<file path="src/rtl/fp_mul_pkg.sv">
// Shared types and constants for the byte-serial fp32 multiplier loader.
package fp_mul_pkg;

    localparam int FP_W           = 32;
    localparam int BYTE_W         = 8;
    localparam int BYTES_PER_WORD = FP_W / BYTE_W;

    typedef enum logic [1:0] {
        LOAD_A  = 2'd0,
        LOAD_B  = 2'd1,
        COMPUTE = 2'd2,
        SEND    = 2'd3
    } state_t;

    // Shift one byte into an assembly register in the selected byte order.
    function automatic logic [FP_W-1:0] shift_in(input logic [FP_W-1:0] r,
                                                 input logic [BYTE_W-1:0] b,
                                                 input bit msb_first);
        if (msb_first) return {r[FP_W-BYTE_W-1:0], b};
        else           return {b, r[FP_W-1:BYTE_W]};
    endfunction

endpackage

</file>
<file path="src/rtl/fp_byte_serializer.sv">
// 32-bit word to 8-bit valid/ready byte stream, one word per load.
module fp_byte_serializer
    import fp_mul_pkg::*;
#(
    parameter bit MSB_FIRST = 1'b1
) (
    input  logic              clk_i,
    input  logic              rst_i,
    input  logic              load_i,
    input  logic [FP_W-1:0]   word_i,
    output logic [BYTE_W-1:0] out_data_o,
    output logic              out_valid_o,
    input  logic              out_ready_i,
    output logic              done_o
);

    logic [FP_W-1:0] sh;
    logic [1:0]      cnt;
    logic            hs;

    assign hs         = out_valid_o && out_ready_i;
    assign done_o     = hs && (cnt == 2'(BYTES_PER_WORD-1));
    assign out_data_o = MSB_FIRST ? sh[FP_W-1 -: BYTE_W] : sh[BYTE_W-1:0];

    // Shift register walks the current byte to the output end on each handshake.
    always_ff @(posedge clk_i) begin
        if (rst_i) begin
            sh          <= '0;
            cnt         <= '0;
            out_valid_o <= 1'b0;
        end else if (load_i) begin
            sh          <= word_i;
            cnt         <= '0;
            out_valid_o <= 1'b1;
        end else if (hs) begin
            sh  <= MSB_FIRST ? {sh[FP_W-BYTE_W-1:0], {BYTE_W{1'b0}}}
                             : {{BYTE_W{1'b0}}, sh[FP_W-1:BYTE_W]};
            cnt <= cnt + 2'd1;
            if (done_o) out_valid_o <= 1'b0;
        end
    end

endmodule

</file>
<file path="src/rtl/fp_mul_stream_loader.sv">
// Byte-serial operand loader / result streamer around a combinational fp32 multiplier.
module fp_mul_stream_loader
    import fp_mul_pkg::*;
#(
    parameter int COMPUTE_CYCLES = 1,
    parameter bit MSB_FIRST      = 1'b1
) (
    input  logic              clk_i,
    input  logic              rst_i,
    input  logic [BYTE_W-1:0] in_data_i,
    input  logic              in_valid_i,
    output logic              in_ready_o,
    output logic [FP_W-1:0]   a_o,
    output logic [FP_W-1:0]   b_o,
    input  logic [FP_W-1:0]   mul_c_i,
    output logic [BYTE_W-1:0] out_data_o,
    output logic              out_valid_o,
    input  logic              out_ready_i,
    output logic [FP_W-1:0]   result_o,
    output logic              result_valid_o,
    output logic              busy_o
);

    localparam int              WW        = $clog2(COMPUTE_CYCLES + 1);
    localparam logic [WW-1:0]   WAIT_LAST = WW'(COMPUTE_CYCLES - 1);

    state_t          state, state_nx;
    logic [1:0]      byte_cnt;
    logic [WW-1:0]   wait_cnt;
    logic [FP_W-1:0] a_reg, b_reg;
    logic            accept, last_byte, capture, send_done;

    // Ready is a pure state decode so the source never sees a combinational path.
    assign in_ready_o = (state == LOAD_A) || (state == LOAD_B);
    assign busy_o     = (state == COMPUTE) || (state == SEND);
    assign accept     = in_valid_i && in_ready_o;
    assign last_byte  = (byte_cnt == 2'(BYTES_PER_WORD-1));
    assign a_o        = a_reg;
    assign b_o        = b_reg;

    // State register.
    always_ff @(posedge clk_i) begin
        if (rst_i) state <= LOAD_A;
        else       state <= state_nx;
    end

    // Next-state decode and capture strobe.
    always_comb begin
        state_nx = state;
        capture  = 1'b0;
        case (state)
            LOAD_A:  if (accept && last_byte) state_nx = LOAD_B;
            LOAD_B:  if (accept && last_byte) state_nx = COMPUTE;
            COMPUTE: if (wait_cnt == WAIT_LAST) begin
                         capture  = 1'b1;
                         state_nx = SEND;
                     end
            SEND:    if (send_done) state_nx = LOAD_A;
            default: state_nx = LOAD_A;
        endcase
    end

    // Byte counter for operand assembly and settle counter for COMPUTE.
    always_ff @(posedge clk_i) begin
        if (rst_i) begin
            byte_cnt <= '0;
            wait_cnt <= '0;
        end else begin
            if (accept) byte_cnt <= last_byte ? 2'd0 : byte_cnt + 2'd1;
            if (state == LOAD_B && accept && last_byte) wait_cnt <= '0;
            else if (state == COMPUTE && !capture)      wait_cnt <= wait_cnt + WW'(1);
        end
    end

    // Operand assembly; registers hold between operations so the core input stays stable.
    always_ff @(posedge clk_i) begin
        if (rst_i) begin
            a_reg <= '0;
            b_reg <= '0;
        end else if (accept) begin
            if (state == LOAD_A) a_reg <= shift_in(a_reg, in_data_i, MSB_FIRST);
            else                 b_reg <= shift_in(b_reg, in_data_i, MSB_FIRST);
        end
    end

    // Product capture and one-cycle capture pulse.
    always_ff @(posedge clk_i) begin
        if (rst_i) begin
            result_o       <= '0;
            result_valid_o <= 1'b0;
        end else begin
            result_valid_o <= capture;
            if (capture) result_o <= mul_c_i;
        end
    end

    fp_byte_serializer #(.MSB_FIRST(MSB_FIRST)) u_ser (
        .clk_i       (clk_i),
        .rst_i       (rst_i),
        .load_i      (capture),
        .word_i      (mul_c_i),
        .out_data_o  (out_data_o),
        .out_valid_o (out_valid_o),
        .out_ready_i (out_ready_i),
        .done_o      (send_done)
    );

endmodule

</file>
<file path="config.mk">
export PLATFORM = sky130hd
export DESIGN_NAME = fp_mul_stream_loader
export DESIGN_NICKNAME = d
export VERILOG_FILES = /design/src/rtl/fp_mul_pkg.sv /design/src/rtl/fp_byte_serializer.sv /design/src/rtl/fp_mul_stream_loader.sv
export SDC_FILE = /design/constraint.sdc
export NUM_CORES = 1
export LEC_CHECK = 0
export ABC_AREA = 1
export BUFFER_PORTS_ARGS = -buffer_cell sky130_fd_sc_hd__clkbuf_2
export CORE_MARGIN = 2
export CORE_UTILIZATION = 56
export CTS_CLUSTER_DIAMETER = 50
export CTS_CLUSTER_SIZE = 14
export DETAILED_ROUTE_END_ITERATION = 10
export PLACE_DENSITY = 0.84
export SYNTH_ARGS = -nofsm -noshare
export SYNTH_HDL_FRONTEND = slang
export SYNTH_HIERARCHICAL = 1
export SYNTH_SLANG_ARGS = --single-unit
</file>
<file path="constraint.sdc">
create_clock -name clk_i -period 3.3 [get_ports clk_i]
set_input_delay 0.66 -clock clk_i [delete_from_list [all_inputs] [get_ports clk_i]]
set_output_delay 0.66 -clock clk_i [all_outputs]
set_load 0.01 [all_outputs]
</file>
# --- After elaboration in Yosys (flattened, before gate mapping) ---
# Index checks and enable logic that the tools add are counted.
classes:
  n_addsub: 3
  multipliers: 0
  div: 0
  magnitude_cmp: 0
  eq_ne: 9
  n_shift: 0
  mux: 13
  bitwise: 1
  n_reduce_logical: 19
ops:
  columns: ["op", "n"]
  rows:
  - ["32-bit 2-to-1 mux", 2]
  - ["2-bit 2-to-1 mux", 5]
  - ["2-bit equality test, second input constant", 4]
  - ["2-bit case mux with 4 select lines", 1]
  - ["1-bit logical AND", 7]
  - ["2-bit AND reduction", 3]
  - ["1-bit 2-to-1 mux", 5]
  - ["2-bit by 1-bit adder with 2-bit output, second input constant", 2]
  - ["2-bit by 1-bit inequality test with 1-bit output, second input constant", 2]
  - ["2-bit inequality test, second input constant", 2]
  - ["4-bit AND reduction", 1]
  - ["2-bit nonzero test", 2]
  - ["2-bit OR reduction", 2]
  - ["2-bit by 1-bit equality test with 1-bit output, second input constant", 1]
  - ["2-bit zero test", 1]
  - ["1-bit logical OR", 2]
  - ["1-bit adder, second input constant", 1]
  - ["1-bit zero test", 1]
  - ["1-bit inverter", 1]
totals:
  ff_bits: 137
  latch_bits: 0
  ram_bits: 0
  romBits: 0
  input_bits: 44
  out_inout_bits: 108
  word_cells: 55
  n_memories: 0

# --- Longest topological paths before layout ---
# Gate-level depths: netlist (run 1).
logic_depth:
  ltp_word: 6
  ltp_mapped: 12
  mapped_depth_nobuf: 9

# --- Cells and area by module ---
# The synthesis (run 1) kept the hierarchy.
modules_own_cells:
  columns: ["mod", "instances", "cells_each", "area_per_inst_um2", "seq_area_each_um2"]
  rows:
  - ["fp_mul_stream_loader", 1, 478, 3787.4, 2042.0]
  - ["fp_byte_serializer", 1, 246, 1921.8, 700.7]

# --- Worst setup path before layout (run 1) ---
# OpenSTA, ideal clock, no wires.
synth_timing:
  kind: "register to register"
  from: "reg state[0]"
  to: "reg u_ser.sh[19]"
  setup_ns: 0.124
  arrival_ns: 1.559
  required_ns: 3.176
  slack_ns: 1.617
  stages_incl_launch_ff: 12
  n_path_buf: 4
  synth_period_minus_slack_ns: 1.683
  path_cell_list: "dfxtp_1 inv_1 ha_1 inv_1 nor2_2 buf_2 buf_6 inv_6 buf_12 buf_12 nand3_2 a21oi_2"
synth_between:
  elab_chain_cells: 3
  word_cells_on_any_way: 4
  classes_between: "eq/ne: 1; mux: 2; reduce/logical: 1"
synth_lines:
  columns: ["item", "line_no", "text"]
  rows:
  - ["from (decl)", "fp_mul_stream_loader.sv:27", "state_t state, state_nx;"]
  - ["from (signal assigned)", "fp_mul_stream_loader.sv:44", "else state <= state_nx;"]
  - ["2-bit equality test *", "fp_mul_stream_loader.sv:51", "case (state)"]
  - ["1-bit 2-to-1 mux *", "fp_mul_stream_loader.sv:51", null]
  - ["via capture", "fp_mul_stream_loader.sv:31", "logic accept, last_byte, capture, send_done;"]
  - ["32-bit 2-to-1 mux / 2-bit nonzero test (equally long branches)", null, null]
  - ["to (signal assigned)", "fp_byte_serializer.sv:32", "sh <= word_i;"]
  - ["to (signal assigned)", "fp_byte_serializer.sv:36", "sh <= MSB_FIRST ? {sh[FP_W-BYTE_W-1:0], {BYTE_W{1'b0}}}"]
  - ["to (decl)", "fp_byte_serializer.sv:17", "logic [FP_W-1:0] sh;"]
# The timed path passes the listed nets; every way through them passes the cells marked *.
# A chain may end at the register's enable or synchronous reset.

# --- Final worst setup path (run 1) ---
layout_timing:
  from: "reg state[0]"
  to: "reg result_o[28]"
layout_between:
  elab_chain_cells: 2
layout_lines:
  columns: ["item", "line_no", "text"]
  rows:
  - ["2-bit equality test", "fp_mul_stream_loader.sv:51", null]
  - ["1-bit 2-to-1 mux", "fp_mul_stream_loader.sv:51", null]
  - ["to (signal assigned)", "fp_mul_stream_loader.sv:93", "if (capture) result_o <= mul_c_i;"]
  - ["to (decl)", "fp_mul_stream_loader.sv:19", "output logic [FP_W-1:0] result_o,"]
# Every way passes these cells.

==> impl_metrics.ini, run 1 <==
[cts]
cts-resized-gates = 0
cts_buffers = 17
cts_tree = yes
insertion_delay_ns = 0.52
cts_root_buf = clkbuf_8
cts.htree.levels = 4
cts.clk_slew.worst_paths_ns = 0.06
cts.hold.buffers_added = 0
clockBufferDepth = 2
cts.sinks = 137
post_cts_buffers = 0

[sta]
hold_viol_final = 0
rsz0062_at_grt = false
setup_viol = 0
fmaxAchievable_ghz = 0.434
drv_slew = 0
worst_pin_slew_ns = 1.02
fin_skew_ns = 0.0136
relSlewSlack_pct = 32.1
period_share_pct = 69.8
setup_tns_ns = 0
min_period_ns = 2.30

[logic_synthesis]
synth_top_family_by_area = simple AND/OR/NAND/NOR gates
synth_top_area_share_pct = 48.0
synth_area_sq_mm = 0.00571
yosys.area.top_type = dfxtp_1
synth_nets = 775
synth_seq_cells = 137
synth_compound_area_share_pct = 16.0
yosysSeqAreaShare_pct = 48.0
synth_area_leaders = dfxtp_1, nand2_1, a21oi_1
ys_types = 24
ys.warnings.count = 6
syn-mean-instance-area_sq_um = 7.89
synthAdderAreaFrac_pct = 1.53
synthCells = 724
synth-xor-area-share_pct = 0
yosys.area_share.simple_pct = 24.0
muxShareOfSynthArea_pct = 0

[power_and_ir_drop]
power_w = 0.00559
peakVddDrop_uv = 359
clock_power_share_pct = 33.6
netSwitchingFraction_pct = 35.5
p_seq_share_pct = 37.6
leakage_nw = 2.98
combPwrFrac_pct = 28.8
internal-power_w = 0.00360
switching_power_w = 0.00198
power_density_mw_per_mm2 = 814

[route]
first_iter_violations = 439
dr.pass1.iters = 5
wl_met2_um = 6730
antenna_left = 0
wl_per_cell_um = 14.2
num_vias = 5220
vias_per_cell = 5.30
wl_met3_um = 946
finalWirelength_um = 14000
met1Wirelength_um = 5980
routed.top_layer = met4
drc = 0

[setup_path]
cp-end-kind = flip-flop
rr_startpoint = state[0]
crit_required_ns = 3.71
start_kind = flip-flop
arrival_ns = 2.71
crit_fanout = 33
path_class = reg2reg
startpoint = state[0]

[placement]
dp_hpwl_um = 9120
post-place-cells = 953
io_buffers = 151
place_area_sq_mm = 0.00627
gp_congestion = 0.847

[grt]
grt_start_max_net_pins = 70
grt_pass1_vias = 4753
grt_use_total_pct = 25.3
grt_overflow = 0
antenna_found_initial = 0
grt_pass1_wl_um = 22700

[die]
core.rowCount = 36
die_w_um = 105
die_h_um = 105
initial_core_util_pct = 58.1
die_area_sq_mm = 0.0110
core_area_sq_mm = 0.00982
io_pins = 152

[layout]
finish.net_count = 890
layout_common_cells = clkbuf_2, nand2_1, dfxtp_1, nor2_1, a21oi_1
final_common_cell = clkbuf_2
post-route-util_pct = 69.9
n_antenna_cell = 0
areaGrowthSynthToFinish_pct = 20.2
fill_cells = 805
final_area_sq_mm = 0.00687
drive_gt1_share_pct = 28.3
finalNonFillerCells = 985

[run]
cap_violations = 0

[min_path]
hold_class = in2reg
worstHoldStart = mul_c_i[0]

[outcome]
status = finished, final reports clean
[power by group through the flow]
stage               clock (W)  combinational, W  sequential (W)
floorplan                   0           0.00120         0.00219
detailed placement          0           0.00159         0.00212
global route          0.00198           0.00180         0.00213
finish                0.00188           0.00161         0.00210
global placement            0           0.00154         0.00211
CTS                   0.00190           0.00160         0.00210
[logic make-up after synthesis]
kind of cell / Yosys count
buf+inv: 109
compound gates: 167
fa+ha+maj: 7
simple gates: 304
flops: 137
[cells in the mapped netlist, drive strengths merged]
cell type  instances
or2                2
inv               48
nand2            149
clkbuf            19
buf               42
ha                 7
nor2              83
a21oi            100
o21ai             67
nand3             70
dfxtp            137
[per-stage QoR]
step	worst slack, ns	hold slack (ns)
finish	0.997	0.387
floorplan	1.62	0.438
CTS	1.01	0.370
detailed placement	1.01	0.445
global route	0.764	0.371
global placement	1.15	0.433
[final cells by class]
| cell class | instances | area [sq um] | area share [%] |
|---|---|---|---|
| sequential | 137 | 2740 | 39.9 |
| multi-input combinational | 478 | 2380 | 34.6 |
| timing repair buffer | 157 | 801 | 11.7 |
| clock buffer | 20 | 445 | 6.49 |
| inverter | 48 | 185 | 2.70 |
| tap | 133 | 166 | 2.42 |
| clock inverter | 12 | 149 | 2.17 |
[worst paths after layout]
path	to	slack (ns)	depth (start not counted)
hold reg to reg	b_o[30]	0.46	2
setup reg to reg	result_o[28]	1.0	7
hold / removal	result_o[0]	0.39	3
setup / recovery	result_o[28]	1.0	7
[metal layers]
metal	vias up	track usage, %
met5	-	0
met4	0	9.81
met3	31	8.92
met2	205	40.1
met1	2421	31.6
li1	2563	-
[registers in the layout, indices dropped and copies added (netlist names)]
name / cells
a_o: 32
b_o: 32
byte_cnt: 2
result_o: 32
result_valid_o: 1
state: 2
u_ser/cnt: 2
u_ser/out_valid_o: 1
u_ser/sh: 32
wait_cnt: 1
[worst max-delay path, stage by stage (launching register included)]
cell and delay (ns):
dfxtp_1 0.34, inv_1 0.13, ha_1 0.21, inv_1 0.11, nor2_4 0.40, inv_1 0.58
nor2_1 0.34, nor2_1 0.08
No activity file was read; power rests on OpenSTA's default activity.
==> run 2, diff against run 1 <==
Settings changed: ABC_AREA 1 to 0, CORE_UTILIZATION 56 to 47, PLACE_DENSITY 0.84 to 0.76.
Clock period 3.3 ns to 1.85 ns, I/O delays scaled along.
==> run 2 against run 1 <==
Net effect:
- synthesized cell count shrank 10%
- sequential power grew 51%
- final area grew 0.73%
- first-iteration DRC count shrank 38%
- clock skew shrank 0.0092 ns
- core utilization shrank 9.6 points
- via count shrank 8.3%
- wire length shrank 8.6%
- global-route usage shrank 4.9 points
- critical endpoint is now in_ready_o
==> impl_metrics.ini, run 2 <==
[route]
dr.pass1.iters = 4
antenna_left = 0
first_iter_violations = 272
finalWirelength_um = 12800
drc = 0
wl_per_cell_um = 13.7
vias_per_cell = 5.13
num_vias = 4787

[die]
io_pins = 152
die_w_um = 113
die_area_sq_mm = 0.0127
core.rowCount = 39
initial_core_util_pct = 48.6
die_h_um = 113
core_area_sq_mm = 0.0115

[layout]
finish.net_count = 830
post-route-util_pct = 60.3
layout_common_cells = nand2_1, clkbuf_2, dfxtp_1, a21oi_1, nor3_1
n_antenna_cell = 0
drive_gt1_share_pct = 31.7
final_common_cell = nand2_1
areaGrowthSynthToFinish_pct = 24.2

[cts]
clockBufferDepth = 2
cts.htree.levels = 4
cts.clk_slew.worst_paths_ns = 0.06
cts_buffers = 17
cts_tree = yes
cts.sinks = 137
cts_root_buf = clkbuf_16
insertion_delay_ns = 0.41

[logic_synthesis]
synth_area_leaders = dfxtp_1, nand2_1, a21oi_1
yosys-top-cells-count = nand2_1, dfxtp_1, a21oi_1
dominantRegCellSynth = dfxtp_1
synth_area_sq_mm = 0.00557
synth_seq_cells = 137
yosysMostFrequentCell = nand2_1
synth_edf_count = 0
synthCells = 651
synth_top_area_share_pct = 49.3
ys_types = 35
yosysSeqAreaShare_pct = 49.3
synth_nets = 702
syn-mean-instance-area_sq_um = 8.55
async_reset_ff_share_pct = 0
yosys.area.top_type = dfxtp_1
ys.warnings.count = 6

[setup_path]
path_class = reg2out
rr_startpoint = state[0]
r2r_slack_ns = 0.22
crit_fanout = 3
start_kind = flip-flop
crit_required_ns = 1.48
worstRegToRegCells = 7
timing.rr.end = u_ser/sh[26]
arrival_ns = 1.43
cp-end-kind = output port

[min_path]
worstHoldStart = mul_c_i[21]
holdPathEnd = result_o[21]
hold-path-cell-count = 3
hold_class = in2reg

[sta]
fmaxAchievable_ghz = 0.557
relSlewSlack_pct = 60.5
period_share_pct = 97.1
worst_pin_slew_ns = 0.592
hold_viol_final = 0
setup_viol = 0
setup_tns_ns = 0
fin_skew_ns = 0.00437
rsz0062_at_grt = false
drv_slew = 0
min_period_ns = 1.80

[placement]
io_buffers = 151
gp_congestion = 0.823
dp_hpwl_um = 8850

[power_and_ir_drop]
power_density_mw_per_mm2 = 1040
leakage_nw = 2.80
peakVddDrop_uv = 579

[outcome]
status = finished, final reports clean

[run]
cap_violations = 0

[grt]
met1_usage_pct = 26.1
grtUsageMet3_pct = 4.34
grt_start_max_net_pins = 51
grt_use_total_pct = 20.4
grt_pass1_wl_um = 21200
use_met2_pct = 33.5
grt_pass1_vias = 4483
grt_overflow = 0
busiest_layer = met2
antenna_found_initial = 0
run 2: changes by cell type after synthesis, moves of 23 or more:
cell	change
o21ai_0	-67
nor3_1	+32
a21oi_1	+28
nand3_2	-23
nand3_1	-45
nor2_1	-76
nand2_1	+58
run 2: per-stage QoR:
| stage | worst slack [ns] | cells | area [sq um] | hold WS (ns) | power (W) |
|---|---|---|---|---|---|
| 2_1_floorplan | 0.00377 | 651 | 5570 | 0.449 | 0.00385 |
| 3_3_place_gp | 0.164 | 901 | 6300 | 0.441 | 0.00409 |
| 3_5_place_dp | 0.0767 | 901 | 6300 | 0.448 | 0.00413 |
| 4_1_cts | 0.00886 | 932 | 6890 | 0.176 | 0.00722 |
| 5_1_grt | 0.0123 | 934 | 6920 | 0.194 | 0.00754 |
| 6_report | 0.0531 | 934 | 6920 | 0.193 | 0.00721 |
run 2: worst max-delay path by stage:
stage	from	end	slack [ns]	cells after the start
after detailed placement	state[0]	u_ser/sh[26]	0.08	7
after floorplan	state[0]	u_ser/sh[31]	0.004	10
final	state[0]	in_ready_o	0.05	4
after global placement	state[0]	u_ser/sh[26]	0.16	7
after CTS	state[1]	in_ready_o	0.009	4
after global routing	state[0]	busy_o	0.01	4
run 2: area by class of cell:
type,instances,area [sq um]
clock buffers,17,425
well taps,143,179
clock inverters,14,110
flip-flops and latches,137,2750
multi-input cells,428,2360
fillers,965,4550
repair buffers,168,980
inverters,27,111
run 2: what timing repair did:
action,CTS,global route
hold buffers,0,0
pin swaps,1,1
gates resized for setup,14,6
setup buffers,0,2
endpoints found under the setup margin,2,2
run 2: report_power, final:
| part | switching (W) | leakage, nW | internal (W) |
|---|---|---|---|
| Sequential | 0.0000939 | 1.11 | 0.00308 |
| Combinational | 0.000567 | 1.44 | 0.000417 |
| Clock | 0.00124 | 0.252 | 0.00181 |
| Total | 0.00190 | 2.80 | 0.00531 |
run 2: critical path, cell delays in order (launching register included):
cell     delay (ns)
dfxtp_4        0.36
buf_4          0.14
ha_4           0.15
or2_4          0.25
buf_6          0.12
run 2: cell families (layout without fill, tap and decap cells):
logic type / after synthesis / after routing / share of synthesized area [%]
compound gates: 136 / 136 / 16.5
xor+xnor: 1 / 1 / 0.157
fa+ha+maj: 7 / 7 / 1.57
buf+inv: 86 / 226 / 9.12
flops: 137 / 137 / 49.3
mux: 2 / 2 / 0.360
simple gates: 282 / 282 / 23.0
run 2: layer usage:
layer	part of all wire [%]	vias up
met4	1.7	0
met1	45	2243
met2	49	99
li1	-	2423
met3	3.8	22
met5	0	-
==> run 3, diff against run 2 <==
Settings changed: CORE_UTILIZATION 47 to 58, CTS_BUF_LIST set to sky130_fd_sc_hd__clkbuf_8, PLACE_DENSITY 0.76 to 0.87.
Clock period 1.85 ns to 2.3 ns, I/O delays scaled along.
==> run 3 against run 2 <==
Net effect:
- global-route usage rose by 3.6 points
- sequential share of layout area grew 1.9 points
- hold slack improved by 0.070 ns
- critical path depth unchanged
- die area is 18% lower
- critical path type unchanged
- critical endpoint unchanged
==> impl_metrics.ini, run 3 (synthesis results as in run 2) <==
[sta]
setup_viol = 0
fmaxAchievable_ghz = 0.482
rsz0062_at_grt = false
drv_slew = 0
period_share_pct = 90.2
relSlewSlack_pct = 57.3
min_period_ns = 2.07
setup_tns_ns = 0
worst_pin_slew_ns = 0.641
fin_skew_ns = 0.0149
hold_viol_final = 0

[power_and_ir_drop]
peakVddDrop_uv = 453
leakage_nw = 2.68
power_density_mw_per_mm2 = 764

[cts]
cts.hold.buffers_added = 0
cts_root_buf = clkbuf_8
cts-resized-gates = 0
post_cts_buffers = 0
cts.htree.levels = 4
clockBufferDepth = 2
cts_buffers = 17
cts.clk_slew.worst_paths_ns = 0.09
insertion_delay_ns = 0.43
cts.sinks = 137
cts_tree = yes

[layout]
n_antenna_cell = 0
areaGrowthSynthToFinish_pct = 18.1
layout_common_cells = nand2_1, clkbuf_2, dfxtp_1, a21oi_1, nor3_1
multi_input_area_sq_mm = 0.00232
fill_cells = 719
finalNonFillerCells = 916
drive_gt1_share_pct = 30.2
final_common_cell = nand2_1
seqCellArea_sq_mm = 0.00274
finish.net_count = 826
final_area_sq_mm = 0.00658

[run]
cap_violations = 0

[placement]
io_buffers = 151
post-place-cells = 885
dp_hpwl_um = 8730
place_area_sq_mm = 0.00622
gp_congestion = 0.798

[grt]
grt_pass1_vias = 4342
grt_start_max_net_pins = 61
grt_use_total_pct = 24.1
antenna_found_initial = 0
grt_overflow = 0
grt_pass1_wl_um = 20000

[die]
initial_core_util_pct = 60.0
die_h_um = 102
core.rowCount = 35
io_pins = 152
die_w_um = 102
die_area_sq_mm = 0.0104
core_area_sq_mm = 0.00928

[min_path]
hold_class = in2reg

[route]
drc = 0
dr.pass1.iters = 5
antenna_left = 0
finalWirelength_um = 12800
first_iter_violations = 179
wl_per_cell_um = 13.9
vias_per_cell = 5.26
num_vias = 4814

[setup_path]
arrival_ns = 1.61
cp-end-kind = output port
path_class = reg2out
start_kind = flip-flop
crit_required_ns = 1.84
crit_fanout = 7

[outcome]
status = finished, final reports clean
run 3: cell count changes in the layout (fill, tap and decap cells not counted), moves of 3 or more:
cell	change
clkbuf_16	-17
ha_4	-3
clkinvlp_4	-4
clkinv_4	+4
clkbuf_8	+17
inv_1	+3
clkinv_2	-4
ha_1	+4
buf_12	-4
run 3: final cells by class:
class / count / area share, %
Clock inverter: 14 / 1.90
Tap cell: 129 / 2.45
Sequential cell: 137 / 41.7
Clock buffer: 17 / 3.56
Timing Repair Buffer: 164 / 13.6
Inverter: 27 / 1.58
Multi-Input combinational cell: 428 / 35.2
run 3: path summary, 6_finish.rpt:
| check | startpoint | end | slack [ns] | cells after the start |
|---|---|---|---|---|
| worst max-delay path | state[0] | in_ready_o | 0.23 | 4 |
| worst min-delay path | mul_c_i[19] | result_o[19] | 0.26 | 3 |
| worst max register to register | state[0] | u_ser/sh[18] | 0.38 | 7 |
| worst min register to register | result_o[15] | result_o[15] | 0.46 | 2 |
run 3: per-stage QoR:
step	power (W)	hold slack (ns)	util, %	worst slack [ns]
floorplan	0.00310	0.449	-	0.438
global placement	0.00324	0.441	67.0	0.542
detailed placement	0.00328	0.447	67.0	0.405
CTS	0.00505	0.243	70.8	0.213
global route	0.00526	0.248	70.8	0.138
finish	0.00503	0.263	70.8	0.225
run 3: critical path, stage by stage, from the launching register on:
cell      delay (ns)
dfxtp_1         0.37
inv_1           0.10
ha_1            0.28
or2_2           0.30
clkbuf_2        0.13
run 3: per-layer routing:
layer / vias to the layer above / global-route usage (%) / wire [um]
met5: - / 0 / 0
met4: 0 / 8.41 / 197
met3: 16 / 6.02 / 548
met2: 142 / 40.3 / 6350
met1: 2241 / 30.4 / 5660
li1: 2415 / - / -
run 3: power by group:
part	total [W]	internal, W	switching, W
sequential	0.00254	0.00247	0.0000720
clock	0.00179	0.000853	0.000937
combinational	0.000695	0.000257	0.000439
total	0.00503	0.00358	0.00145
